--- src/rtl/pipelined_addsub.sv ---
// Parametrised adder/subtractor whose carry chain is split into STAGES chunks,
// one chunk per registered stage, with a valid bit travelling beside the data.
module pipelined_addsub #(
  parameter int WIDTH  = 8,
  parameter int STAGES = 2
) (
  input  logic             clk,
  input  logic             rst,
  input  logic             in_valid,
  input  logic [WIDTH-1:0] a,
  input  logic [WIDTH-1:0] b,
  input  logic             sub,
  input  logic             cin,
  input  logic             stall,
  output logic             out_valid,
  output logic [WIDTH-1:0] s,
  output logic             cout,
  output logic             ovf,
  output logic             zero
);

  localparam int CHUNK = WIDTH / STAGES;
  localparam int LAST  = STAGES - 1;

  if (WIDTH < 2 || STAGES < 1 || (WIDTH % STAGES) != 0) begin : g_bad_params
    $error("pipelined_addsub: WIDTH must be >= 2 and divisible by STAGES");
  end

  // Flow control: an operand set is taken on a rising edge only when
  // in_valid=1 and stall=0; there is no back-pressure other than stall, which
  // freezes every register (valid bits and outputs included) for that cycle.

  // Register j holds the operands with chunks below j already summed and the
  // carry into chunk j; b is stored already inverted for subtraction.
  logic             valid_q [STAGES];
  logic [WIDTH-1:0] a_q     [STAGES];
  logic [WIDTH-1:0] bx_q    [STAGES];
  logic [WIDTH-1:0] sum_q   [STAGES];
  logic             carry_q [STAGES];
  logic             sub_q   [STAGES];

  logic [CHUNK:0]   part      [STAGES];
  logic [WIDTH-1:0] sum_nxt   [STAGES];
  logic             carry_nxt [STAGES];

  always_comb begin
    for (int j = 0; j < STAGES; j++) begin
      part[j] = {1'b0, a_q[j][j*CHUNK +: CHUNK]}
              + {1'b0, bx_q[j][j*CHUNK +: CHUNK]}
              + {{CHUNK{1'b0}}, carry_q[j]};
      sum_nxt[j] = sum_q[j];
      sum_nxt[j][j*CHUNK +: CHUNK] = part[j][CHUNK-1:0];
      carry_nxt[j] = part[j][CHUNK];
    end
  end

  logic [WIDTH-1:0] s_final;
  logic             ovf_final;

  always_comb begin
    s_final   = sum_nxt[LAST];
    ovf_final = (a_q[LAST][WIDTH-1] == bx_q[LAST][WIDTH-1]) &&
                (s_final[WIDTH-1] != a_q[LAST][WIDTH-1]);
  end

  always_ff @(posedge clk) begin
    if (rst) begin
      for (int j = 0; j < STAGES; j++) valid_q[j] <= 1'b0;
      out_valid <= 1'b0;
      s         <= '0;
      cout      <= 1'b0;
      ovf       <= 1'b0;
      zero      <= 1'b0;
    end else if (!stall) begin
      valid_q[0] <= in_valid;
      for (int j = 1; j < STAGES; j++) valid_q[j] <= valid_q[j-1];
      out_valid <= valid_q[LAST];
      if (valid_q[LAST]) begin
        s    <= s_final;
        cout <= carry_nxt[LAST] ^ sub_q[LAST];
        ovf  <= ovf_final;
        zero <= (s_final == '0);
      end
    end
  end

  // Data registers carry don't-care values under bubbles, so they need no reset.
  always_ff @(posedge clk) begin
    if (!stall) begin
      if (in_valid) begin
        a_q[0]     <= a;
        bx_q[0]    <= sub ? ~b : b;
        carry_q[0] <= cin ^ sub;
        sub_q[0]   <= sub;
        sum_q[0]   <= '0;
      end
      for (int j = 1; j < STAGES; j++) begin
        a_q[j]     <= a_q[j-1];
        bx_q[j]    <= bx_q[j-1];
        sum_q[j]   <= sum_nxt[j-1];
        carry_q[j] <= carry_nxt[j-1];
        sub_q[j]   <= sub_q[j-1];
      end
    end
  end

endmodule
--- config.mk ---
export PLATFORM = sky130hd
export DESIGN_NAME = pipelined_addsub
export DESIGN_NICKNAME = d
export VERILOG_FILES = /design/src/rtl/pipelined_addsub.sv
export SDC_FILE = /design/constraint.sdc
export NUM_CORES = 1
export LEC_CHECK = 0
export ABC_CLOCK_PERIOD_IN_PS = 2300
export CORE_ASPECT_RATIO = 1.25
export CORE_MARGIN = 4
export CORE_UTILIZATION = 45
export DETAILED_ROUTE_END_ITERATION = 7
export PLACE_DENSITY_LB_ADDON = 0.2
export REMOVE_ABC_BUFFERS = 1
export SETUP_SLACK_MARGIN = 0.02
export SYNTH_ARGS = -nofsm -noshare
export SYNTH_HDL_FRONTEND = slang
export SYNTH_SLANG_ARGS = --single-unit
export TNS_END_PERCENT = 100
--- constraint.sdc ---
create_clock -name clk -period 2.3 [get_ports clk]
set_clock_uncertainty 0.1 [all_clocks]
set_input_delay 0.46 -clock clk [delete_from_list [all_inputs] [get_ports clk]]
set_output_delay 0.46 -clock clk [all_outputs]
set_load 0.02 [all_outputs]
## Word-level counts from Yosys, hierarchy flattened

Memory sizes are Yosys's and may differ from the RTL's.
Cells that the tools add are included.

| storage, ports and cells | value |
|---|---|
| bits in registers | 12 |
| RAM bits | 54 |
| input port bits | 22 |
| word-level logic and storage cells | 37 |
| memories | 6 |

Memory list:

| memory | words | bits a word | rd ports | clocked after memory_dff | wr ports | RTL line | text |
|---|---|---|---|---|---|---|---|
| a_q | 2 | 8 | 2 | 0 | 2 | 36 | `logic [WIDTH-1:0] a_q [STAGES];` |
| bx_q | 2 | 8 | 2 | 0 | 2 | 37 | `logic [WIDTH-1:0] bx_q [STAGES];` |
| sum_q | 2 | 8 | 2 | 0 | 2 | 38 | `logic [WIDTH-1:0] sum_q [STAGES];` |
| carry_q | 2 | 1 | 2 | 0 | 2 | 39 | `logic carry_q [STAGES];` |
| sub_q | 2 | 1 | 2 | 0 | 2 | 40 | `logic sub_q [STAGES];` |
| valid_q | 2 | 1 | 2 | 0 | 2 | 35 | `logic valid_q [STAGES];` |

| cells by class | value |
|---|---|
| $add $sub $neg | 4 |
| equality and inequality tests | 2 |
| muxes and demuxes | 11 |
| bitwise logic cells | 6 |
| reduce and logical (&&, ||, !) cells | 3 |

Operator list:

| kind | count |
|---|---|
| 4-bit by 4-bit adder with 5-bit output | 2 |
| 5-bit by 1-bit adder with 5-bit output | 2 |
| 1-bit two-way mux | 10 |
| 8-bit zero test | 1 |
| 8-bit two-way mux | 1 |
| 8-bit inverter | 1 |
| 1-bit bitwise OR | 2 |
| 2-bit AND reduction | 1 |
| 1-bit XOR | 2 |
| 1-bit == test | 1 |
| 1-bit logical AND | 1 |
| 1-bit inequality test | 1 |
| 1-bit inverter | 1 |

## Depth between registers and ports, before layout

| depth | value |
|---|---|
| word-level depth | 4 |
| depth in mapped cells | 6 |
| depth with buffers taken out | 6 |

## Worst setup path before layout

OpenSTA, ideal clock, no wires.

| timing | value |
|---|---|
| kind | flip-flop to flip-flop |
| from | memory carry_q[1][0], in the netlist carry_q[0][1] |
| to | register cout |
| library setup time | 122 ps |
| arrival time | 1912 ps |
| data required time | 2078 ps |
| setup slack | 166 ps |
| cell stages (with the launch flop) | 7 |
| period minus slack after synthesis | 2134 ps |
| cells stage by stage | edfxtp_1 fa_1 fa_1 a21o_1 a21oi_1 nor4_1 a311o_1 |

RTL lines:

| what | RTL line | text |
|---|---|---|
| from (decl) | 39 |  |
| to (signal assigned) | 80 | `cout <= carry_nxt[LAST] ^ sub_q[LAST];` |
| to (decl) | 17 | `output logic cout,` |

==> impl_metrics.env <==
export IMPL_outcome="finished clean"
export IMPL_dr_wl_met2_mm=1.48
export IMPL_async_flop_share=0
export IMPL_drt_pass1_iter_count=4
export IMPL_synth_top_family_by_area="simple AND/OR/NAND/NOR gates"
export IMPL_crit_buf_inv=0
export IMPL_die_w_um=65.6
export IMPL_grt_usage=0.123
export IMPL_cp_max_fo=2
export IMPL_slew_viol_final=0
export IMPL_setup_violations=0
export IMPL_dp_final_hpwl_mm=2.14
export IMPL_seq_area_frac_synth=0.676
export IMPL_tritoncts="yes"
export IMPL_finalWorstSetupSlack_ps=144
export IMPL_start_util=0.481
export IMPL_root_buffer="clkbuf_8"
export IMPL_hold_class="flop to flop"
export IMPL_cp_top_family="adder cells"
export IMPL_ios=34
export IMPL_portBuffers=33
export IMPL_worstPathRequired_ps=2380
export IMPL_fmax_mhz=464
export IMPL_critPathKind="flop to flop"
export IMPL_gr_total_overflow=0
export IMPL_relSlewSlack=0.641
export IMPL_syn_area_per_cell_um2=14.4
export IMPL_setup_tns_ps=0
export IMPL_synth_compound_area_frac=0.0657
export IMPL_grt_pass1_wl_mm=4.75
export IMPL_gp_congestion=0.728
export IMPL_ys_seq_elements=46
export IMPL_p_per_area_nw_per_um2=749
export IMPL_met3_length_um=180
export IMPL_syn_instance_count=130
export IMPL_grt_antenna_before_repair=0
export IMPL_endpoint_kind="flop"
export IMPL_die_height_um=80.0
export IMPL_intPower_mw=1.40
export IMPL_synth_xor_area_frac=0.0657
export IMPL_worstPathArrival_ps=2240
export IMPL_clockBufferDepth=2
export IMPL_core_area_um2=3880
export IMPL_cpMaxStageDelayCell="edfxtp_1"
export IMPL_pwr_share_clk=0.326
export IMPL_multi_input_area_um2=562
export IMPL_via_per_inst=4.80
export IMPL_drive_gt1_frac=0.0877
export IMPL_drt_iter0_drc=66
export IMPL_insertedDiodeCount=0
export IMPL_vias=1080
export IMPL_pwr_share_seq=0.554
export IMPL_die_area_um2=5250
export IMPL_fin_crit_ps=2160
export IMPL_top_layer_used="met4"
export IMPL_grt_pass1_vias=1096
export IMPL_fill_cells=337
export IMPL_synth_simple_gate_area_frac=0.0831
export IMPL_power_mw=1.79
export IMPL_wl_per_cell_um=12.3
export IMPL_dp_worst_setup_slack_ps=81.5
export IMPL_start_kind="flop"
export IMPL_fin_nets=202
export IMPL_ant_nets=0
export IMPL_synthMuxAreaShare=0
export IMPL_netlist_area_um2=1870
export IMPL_area_growth_pct=27.7
export IMPL_drc=0
export IMPL_stdcell_count=225
export IMPL_finalCritPeriodShare=0.938
export IMPL_switching_power_mw=0.386
export IMPL_clkSlewWorstSetupHoldPaths_ps=80
export IMPL_ys_warn_count=0
export IMPL_cts_sinks=46
export IMPL_ir_drop_mv=0.417
export IMPL_cp_cell_sequence="fa_2, fa_1, a21o_1, a21oi_2, nor4_1, a311o_1"
export IMPL_regArea_um2=1260
export IMPL_hold_viol=0
export IMPL_yosys_area_share_adder=0.0831
export IMPL_slowest_delay_ps=410
export IMPL_post_cts_buffers=0
export IMPL_routed_wirelength_mm=2.77
export IMPL_place_area_um2=2270
export IMPL_grt_max_degree=20
export IMPL_p_comb_frac=0.119
export IMPL_rsz0062_at_grt="false"
export IMPL_clock_latency_ps=290
export IMPL_fin_area_um2=2380
export IMPL_worstMarginPinSlew_ps=537
export IMPL_synth_edf_count=34
export IMPL_numCtsBuffers=5
export IMPL_synthFlopType="edfxtp_1"
export IMPL_htree_levels=2
export IMPL_core_rowCount=25
export IMPL_switching_share=0.216
export IMPL_wl_met1_mm=1.05
export IMPL_max_cap_violations=0
export IMPL_dp_cells=217
export IMPL_cts_hold_buf=0
export IMPL_cts_resized=0
export IMPL_power_leakage_nw=0.877
export IMPL_netlist_cell_type_count=29
[synth_stat cells, types with 2 or more instances]
| cell | instances | area share |
|---|---|---|
| a21o_1 | 3 | 0.012 |
| a21oi_1 | 9 | 0.024 |
| and3_1 | 2 | 0.0067 |
| dfxtp_1 | 12 | 0.13 |
| edfxtp_1 | 34 | 0.55 |
| fa_1 | 4 | 0.043 |
| ha_1 | 6 | 0.040 |
| inv_1 | 6 | 0.012 |
| nand2_1 | 14 | 0.028 |
| nand2b_1 | 2 | 0.0067 |
| nand3_1 | 2 | 0.0054 |
| nor2_1 | 3 | 0.0060 |
| nor2b_1 | 3 | 0.010 |
| nor3_1 | 2 | 0.0054 |
| nor4_1 | 2 | 0.0067 |
| xnor2_1 | 4 | 0.019 |
| xor2_1 | 10 | 0.047 |
[power by group through the flow]
stage | logic, mW | registers, mW | clock network (mW)
2_1_floorplan | 0.111 | 1.01 | 0
3_3_place_gp | 0.208 | 1.01 | 0
3_5_place_dp | 0.214 | 1.01 | 0
4_1_cts | 0.214 | 0.991 | 0.605
5_1_grt | 0.237 | 0.998 | 0.640
6_report | 0.213 | 0.989 | 0.582
[stage by stage]
| stage | hold slack (ps) | utilization |
|---|---|---|
| CTS | 321 | 0.613 |
| detailed placement | 305 | 0.585 |
| global placement | 301 | 0.585 |
| finish | 321 | 0.615 |
| floorplan | 300 | - |
| global route | 326 | 0.615 |
[cell usage in the layout (no fill, tap or decap)]
cell / netlist / final
edfxtp_1: 34 / 34
clkdlybuf4s50_1: 0 / 33
nand2_1: 14 / 14
dfxtp_1: 12 / 12
xor2_1: 10 / 10
a21oi_1: 9 / 8
inv_1: 6 / 6
ha_1: 6 / 6
clkbuf_8: 0 / 5
xnor2_1: 4 / 4
buf_4: 1 / 4
nor2b_1: 3 / 3
a21o_1: 3 / 3
nor2_1: 3 / 3
fa_1: 4 / 3
nand2b_1: 2 / 2
nor3_1: 2 / 2
a21oi_2: 1 / 2
and3_1: 2 / 2
nor4_1: 2 / 2
nand3_1: 2 / 2
o21ai_0: 1 / 1
and2_1: 1 / 1
a31o_1: 1 / 1
and4_1: 1 / 1
a311o_1: 1 / 1
a32o_1: 1 / 1
o31ai_2: 1 / 1
fa_2: 0 / 1
clkinvlp_4: 0 / 1
bufinv_16: 0 / 1
clkbuf_1: 1 / 1
[final timing paths]
path / endpoint / from / cells after the start / slack, ps
worst max-delay path: cout$_SDFFE_PP0P_ / carry_q[0][1]$_DFFE_PN_ / 6 / 140
worst max register to register: cout$_SDFFE_PP0P_ / carry_q[0][1]$_DFFE_PN_ / 6 / 140
worst min register to register: a_q[0][12]$_DFFE_PN_ / a_q[0][4]$_DFFE_PP_ / 0 / 320
worst min-delay path: a_q[0][12]$_DFFE_PN_ / a_q[0][4]$_DFFE_PP_ / 0 / 320
[metal layers]
metal,GRT usage,vias to the layer above
li1,-,537
met1,0.120,508
met2,0.224,30
met3,0.0479,5
met4,0.0560,0
met5,0,-
[sequential cells by signal, summed over array words and instances (netlist names)]
signal / flops
carry_q: 2
cout: 1
sum_q: 4
zero: 1
sub_q: 2
s: 8
ovf: 1
out_valid: 1
valid_q: 2
bx_q: 12
a_q: 12
[kinds of logic after synthesis]
group           after synthesis
buf+inv                      10
xor+xnor                     14
compound gates               18
fa+ha+maj                    10
simple gates                 32
flops                        46
[layout make-up]
class	count	area share
Tap cell	54	0.0283
Clock buffer	6	0.0304
Inverter	6	0.00945
Multi-Input combinational cell	74	0.236
Clock inverter	2	0.0157
Timing Repair Buffer	37	0.151
Sequential cell	46	0.529
(Power assumes the default switching activity.)
